File: src/rtl/bit_serializer.sv
// Parallel-to-serial front end: a small word FIFO feeding a registered one-bit serial line.
// Queued words stream back-to-back; the line idles at 0 when nothing is queued.
module bit_serializer #(
    parameter int unsigned WIDTH = 8,
    parameter int unsigned DEPTH = 2
) (
    input  logic             clock,
    input  logic             reset,
    input  logic             io_in_valid,
    output logic             io_in_ready,
    input  logic [WIDTH-1:0] io_in_bits,
    input  logic             io_in_msbFirst,
    input  logic             io_en,
    output logic             io_out,
    output logic             io_out_valid,
    output logic             io_out_last,
    output logic             io_busy
);
    localparam int unsigned PW = $clog2(DEPTH);
    localparam int unsigned CW = PW + 1;
    localparam int unsigned RW = $clog2(WIDTH) + 1;

    typedef enum logic [0:0] {StIdle, StShift} state_e;

    // FIFO storage: {msbFirst, bits}
    logic [WIDTH:0]   mem_q [DEPTH];
    logic [PW-1:0]    wr_ptr_q, rd_ptr_q;
    logic [CW-1:0]    count_q, count_d;

    state_e           state_q, state_d;
    logic [WIDTH-1:0] sreg_q, sreg_d;
    logic [RW-1:0]    rem_q, rem_d;
    logic             msb_q, msb_d;
    logic             out_q, out_d;
    logic             valid_q, valid_d;
    logic             last_q, last_d;

    logic             push, pop, load;
    logic [WIDTH-1:0] head_bits;
    logic             head_msb;

    assign io_in_ready  = (count_q < CW'(DEPTH));
    assign io_busy      = (count_q != '0) || (state_q == StShift);
    assign io_out       = out_q;
    assign io_out_valid = valid_q;
    assign io_out_last  = last_q;

    assign push      = io_in_valid && io_in_ready;
    assign head_bits = mem_q[rd_ptr_q][WIDTH-1:0];
    assign head_msb  = mem_q[rd_ptr_q][WIDTH];
    assign pop       = load;
    assign count_d   = count_q + CW'(push) - CW'(pop);

    always_comb begin
        state_d = state_q;
        sreg_d  = sreg_q;
        rem_d   = rem_q;
        msb_d   = msb_q;
        out_d   = out_q;
        valid_d = 1'b0;
        last_d  = 1'b0;
        load    = 1'b0;
        if (io_en) begin
            case (state_q)
                StIdle: begin
                    if (count_q != '0) load = 1'b1;
                    else               out_d = 1'b0;
                end
                StShift: begin
                    if (rem_q != '0) begin
                        valid_d = 1'b1;
                        last_d  = (rem_q == RW'(1));
                        rem_d   = rem_q - RW'(1);
                        if (msb_q) begin
                            out_d  = sreg_q[WIDTH-1];
                            sreg_d = sreg_q << 1;
                        end else begin
                            out_d  = sreg_q[0];
                            sreg_d = sreg_q >> 1;
                        end
                    end else if (count_q != '0) begin
                        // Last bit is on the line; chain straight into the next word.
                        load = 1'b1;
                    end else begin
                        state_d = StIdle;
                        out_d   = 1'b0;
                    end
                end
                default: state_d = StIdle;
            endcase
            if (load) begin
                state_d = StShift;
                msb_d   = head_msb;
                rem_d   = RW'(WIDTH - 1);
                valid_d = 1'b1;
                if (head_msb) begin
                    out_d  = head_bits[WIDTH-1];
                    sreg_d = head_bits << 1;
                end else begin
                    out_d  = head_bits[0];
                    sreg_d = head_bits >> 1;
                end
            end
        end
    end

    always_ff @(posedge clock or posedge reset) begin
        if (reset) begin
            wr_ptr_q <= '0;
            rd_ptr_q <= '0;
            count_q  <= '0;
            state_q  <= StIdle;
            sreg_q   <= '0;
            rem_q    <= '0;
            msb_q    <= 1'b0;
            out_q    <= 1'b0;
            valid_q  <= 1'b0;
            last_q   <= 1'b0;
        end else begin
            if (push) wr_ptr_q <= wr_ptr_q + PW'(1);
            if (pop)  rd_ptr_q <= rd_ptr_q + PW'(1);
            count_q <= count_d;
            state_q <= state_d;
            sreg_q  <= sreg_d;
            rem_q   <= rem_d;
            msb_q   <= msb_d;
            out_q   <= out_d;
            valid_q <= valid_d;
            last_q  <= last_d;
        end
    end

    always_ff @(posedge clock) begin
        if (push) mem_q[wr_ptr_q] <= {io_in_msbFirst, io_in_bits};
    end

endmodule
File: config.mk
export PLATFORM = sky130hd
export DESIGN_NAME = bit_serializer
export DESIGN_NICKNAME = d
export VERILOG_FILES = /design/src/rtl/bit_serializer.sv
export SDC_FILE = /design/constraint.sdc
export NUM_CORES = 1
export LEC_CHECK = 0
export CAP_MARGIN = 20
export CORE_MARGIN = 4
export CORE_UTILIZATION = 50
export DETAILED_ROUTE_END_ITERATION = 6
export GPL_TIMING_DRIVEN = 1
export HOLD_SLACK_MARGIN = 0.03
export PLACE_DENSITY = 0.74
export SKIP_CTS_REPAIR_TIMING = 1
export SLEW_MARGIN = 5
export SYNTH_ARGS = -nofsm -noshare
export SYNTH_HDL_FRONTEND = slang
export SYNTH_SLANG_ARGS = --single-unit
File: constraint.sdc
create_clock -name clock -period 2.3 [get_ports clock]
set_clock_uncertainty 0.1 [all_clocks]
set_input_delay 0.46 -clock clock [delete_from_list [all_inputs] [get_ports clock]]
set_output_delay 0.46 -clock clock [all_outputs]
set_load 0.02 [all_outputs]
Word level (Yosys, flattened, before mapping):

Memory sizes are Yosys's and may differ from the RTL's.
Index checks and enable logic that the tools add are counted.

* RAM bits: 18
* input port bits: 13
* memories: 1
* word-level logic and storage cells: 58
* register bits after elaboration: 21
* output and inout port bits: 5

* reduce and logical (&&, ||, !) cells: 8
* $lt $le $gt $ge: 1
* eq/ne operators: 1
* $add $sub $neg: 5
* bitwise gates (word level): 1
* multiplexer cells: 31

Memory list
* mem_q: depth 2, width 9, read ports 1, clocked after Yosys merged registers in 0, write ports 1, line 26 `logic [WIDTH:0] mem_q [DEPTH];`

Operators with widths (number)
* 8-bit two-way mux: 5
* 1-bit two-way mux: 21
* 4-bit two-way mux: 3
* 2-bit nonzero test: 3
* 4-bit by 1-bit == test with 1-bit output, second input constant: 1
* 1-bit one-hot mux with 2 select lines: 2
* 4-bit nonzero test: 1
* 4-bit by 1-bit subtractor with 4-bit output, second input constant: 1
* 3-bit AND reduction: 1
* 1-bit adder, second input constant: 2
* 2-bit by 1-bit adder with 2-bit output: 1
* 2-bit less-than comparator, second input constant: 1
* 2-bit AND reduction: 1
* 2-bit by 1-bit subtractor with 2-bit output: 1
* 1-bit logical AND: 1
* 1-bit logical OR: 1
* 1-bit NOT: 1

Longest topological paths before layout:

Gate-level depths: netlist (run 1).

* depth in word-level cells: 7
* mapped depth: 10
* gate-level depth less buffers: 10

Least setup slack after synthesis (run 1):

Ideal clock, no wire load.

* path type: reg2reg
* from: register rem_q[0]
* to: register count_q[1]
* period minus slack after synthesis: 2319 ps
* required time: 2120 ps
* stages on the path, launching flop included: 11
* slack: -19 ps
* buffers on the path: 0
* data arrival time: 2139 ps
* setup time: 80 ps
* cell sequence: dfrtp_1 -> inv_1 -> ha_1 -> or3b_1 -> a211o_1 -> inv_1 -> ha_1 -> inv_1 -> ha_1 -> xnor2_1 -> xnor2_1

* longest elaborated chain between the ends: 6

Ends and longest elaborated chain
* start: declaration: line 32 `logic [RW-1:0] rem_q, rem_d;`
* start signal: assignment: line 125 `rem_q <= rem_d;`
* 4-bit nonzero test: line 70 `if (rem_q != '0) begin`
* 1-bit two-way mux: line 70
* 1-bit one-hot mux with 2 select lines: line 64 `case (state_q)`
* 1-bit two-way mux (2 in series): line 63 `if (io_en) begin`
* net load: line 38 `logic push, pop, load;`
* 2-bit by 1-bit subtractor with 2-bit output: line 52 `assign count_d = count_q + CW'(push) - CW'(pop);`
* net count_d[1]: line 28 `logic [CW-1:0] count_q, count_d;`
* end signal: assignment: line 122 `count_q <= count_d;`
* end: declaration: line 28

The timed path passes the listed nets, and every way through them passes these cells. The select of a mux whose other input is x is not followed.
A chain may end at the register's enable or synchronous reset.

Worst setup path in the final report (run 1):

* from: register rem_q[1]
* to: register count_q[1]

The elaborated chain is that of the path after synthesis.

==> metrics.yaml, run 1 <==
clock_sinks: 39
report.final.hold_viol_count: 0
synth_compound_area_frac: 0.1636
finish.utilization: 0.6613
hpwl_um: 2458
start_util: 0.5357
die_area_sq_mm: 0.004755
synthFlopType: "dfrtp_1"
cpMaxStageDelayCell: "dfrtp_1"
synth_edf_count: 18
timing.fmax_mhz: 448.8
fin_crit_ps: 2228
max_cap_viol_count: 0
netlist_top_cells_area: "edfxtp_1 29%, dfrtp_1 28%, mux2i_1 8.1%"
tightest_slew_ps: 751.3
clockRootBuffer: "clkbuf_8"
numCtsBuffers: 5
ys_types: 33
drcViolationCount: 0
viasPerCell: 5.671
final_nets: 201
p_per_area_mw_per_mm2: 1131
antenna_found_initial: 0
cp_cell_sequence: "inv_2 > ha_4 > or3b_4 > a211o_1 > inv_2 > ha_4 > inv_2 > ha_4 > xnor2_2 > xnor2_1"
port_buffers: 17
vdd.ir_drop.worst_mv: 0.5817
clockBufferDepth: 2
syn_area_per_cell_sq_um: 11.91
gp_congestion: 0.8830
area_growth_pct: 23.43
syn_area_sq_mm: 0.001858
clock_latency_ps: 290
status: "completed"
mostFrequentLayoutCells: "21 x dfrtp_1, 18 x edfxtp_1, 17 x clkdlybuf4s50_1, 15 x mux2i_1, 13 x a211oi_1"
hold_ws_ps: 394.3
yosys_warnings: 0
grt_pass1_vias: 1226
synth_top_family_by_area: "compound AO/OA/AOI/OAI gates"
slew_headroom: 0.4991
drt-total-wl_um: 3525
cpPeakStageDelay_ps: 400
p_leak_uw: 0.0008987
dieWidth_um: 68.96
syn_inst: 156
crit_required_ps: 2410
layout_commonest_cell: "dfrtp_1"
crit_path_start_kind: "register"
drt_iter0_markers: 120
synth_xor_area_frac: 0.01886
synth_nets: 173
grt_usage: 0.1705
hp-class: "register to register"
ys_seq_area_frac: 0.5737
grt_remaining_overflow: 0
rows: 21
setup_viol: 0
rsz0062_at_grt: "true"
htreeDepth: 2
drive_gt1_frac: 0.1676
setup_tns_ps: 0
ios: 18
clk_pin_slew_ps: 80
yosys.area_share.adder: 0.02694
diodes: 0
synth_top_area_share: 0.2909
crit_path_max_fanout: 2
dr_total_vias: 1310
antenna_left: 0
grt_pass1_wl_um: 5754
finalCritPeriodShare: 0.9689
yosysTopAreaCell: "edfxtp_1"
synth_simple_gate_area_share: 0.09832
async_reset_ff_frac: 0.5385
maxSlewViolCount: 0
synthMuxAreaShare: 0.08081
wl_per_cell_um: 15.26
die_y_um: 68.96
cp.arrival_ps: 2340
core_area_sq_mm: 0.003468
yosys_register_bits: 39
cp-end-kind: "register"
firstDrtPassIters: 4
grt_start_max_net_pins: 26
cts_tree: "done"
critPathKind: "register to register"
layout make-up:
cell class / instances / area (sq um)
Fill cell: 268 / 1175
Sequential cell: 39 / 1066
Multi-Input combinational cell: 99 / 774.5
Timing Repair Buffer: 28 / 265.3
Clock buffer: 5 / 68.82
Tap cell: 46 / 57.56
Inverter: 11 / 41.29
Clock inverter: 3 / 20.02
metal layers:
layer	vias to the layer above	wire [um]	track usage
li1	641	-	-
met1	625	1596	0.2168
met2	31	1628	0.2595
met3	13	189	0.05511
met4	0	110	0.08759
met5	-	0	0
cells in the mapped netlist, types with 2 or more instances:
library cell / number
dfrtp_1: 21
edfxtp_1: 18
mux2i_1: 15
a211oi_1: 13
inv_1: 11
nor2_1: 9
o21ai_0: 8
nor2b_1: 7
nand2_1: 6
o22a_1: 6
clkbuf_1: 5
ha_1: 4
xnor2_1: 4
a31oi_1: 3
nor3_1: 3
a21oi_1: 2
a221o_1: 2
and3_1: 2
buf_2: 2
nand3_1: 2
worst paths after layout:
path                       startpoint      endpoint  slack, ps  cells after the start
max reg2reg                  rem_q[1]    count_q[1]         70                     10
max                          rem_q[1]    count_q[1]         70                     10
min                          wr_ptr_q      wr_ptr_q        390                      1
min reg2reg                  wr_ptr_q      wr_ptr_q        390                      1
max in group asynchronous       reset  io_out_valid       1470                      3
min in group asynchronous       reset         msb_q        410                      3
sequential cells by signal (all words and copies together) (netlist names):
name and flops:
state_q 1, rd_ptr_q 1, io_out 1, msb_q 1, io_out_last 1, wr_ptr_q 1, rem_q 4, mem_q 18
io_out_valid 1, sreg_q 8, count_q 2
stage by stage:
stage                     power (uW)  cells  setup WS, ps  cell area (sq um)
after floorplan                 1750    156         16.15               1858
after global placement          1988    219         111.0               2122
after detailed placement        2039    219         48.25               2122
after CTS                       2494    227        -3.930               2211
after global routing            2768    231        -40.01               2293
final                           2594    231         71.63               2293
cell families after synthesis:
family	count (synthesis)
flip-flops	39
AO/OA/AOI/OAI	41
XOR/XNOR	4
buffers and inverters	18
AND/OR/NAND/NOR	35
multiplexers	15
adder cells (fa/ha/maj)	4
critical path: cells and delay by family (launching register included):
kind / cells / cell delay, ps
flip-flops: 1 / 400
adder cells (fa/ha/maj): 3 / 460
XOR/XNOR: 2 / 250
AND/OR/NAND/NOR: 1 / 380
AO/OA/AOI/OAI: 1 / 330
buffers and inverters: 3 / 230
power by group:
part           total (uW)  internal [uW]  leakage (uW)  switching (uW)
clock                 454            211     0.0000402             244
sequential           1220            957      0.000408             267
combinational         916            482      0.000450             434
total                2590           1650      0.000899             944
Note: power is estimated with default switching activity, not from simulation.
==> run 2, diff against run 1 <==
--- a/config.mk
+++ b/config.mk
@@ -5,9 +5,9 @@
 export SDC_FILE = /design/constraint.sdc
 export NUM_CORES = 1
 export LEC_CHECK = 0
-export CAP_MARGIN = 20
 export CORE_MARGIN = 4
 export CORE_UTILIZATION = 50
+export CTS_CLUSTER_SIZE = 28
 export DETAILED_ROUTE_END_ITERATION = 6
 export GPL_TIMING_DRIVEN = 1
 export HOLD_SLACK_MARGIN = 0.03
==> results of run 2 <==
No change in the layout: final DEF, timing and power equal those of run 1.
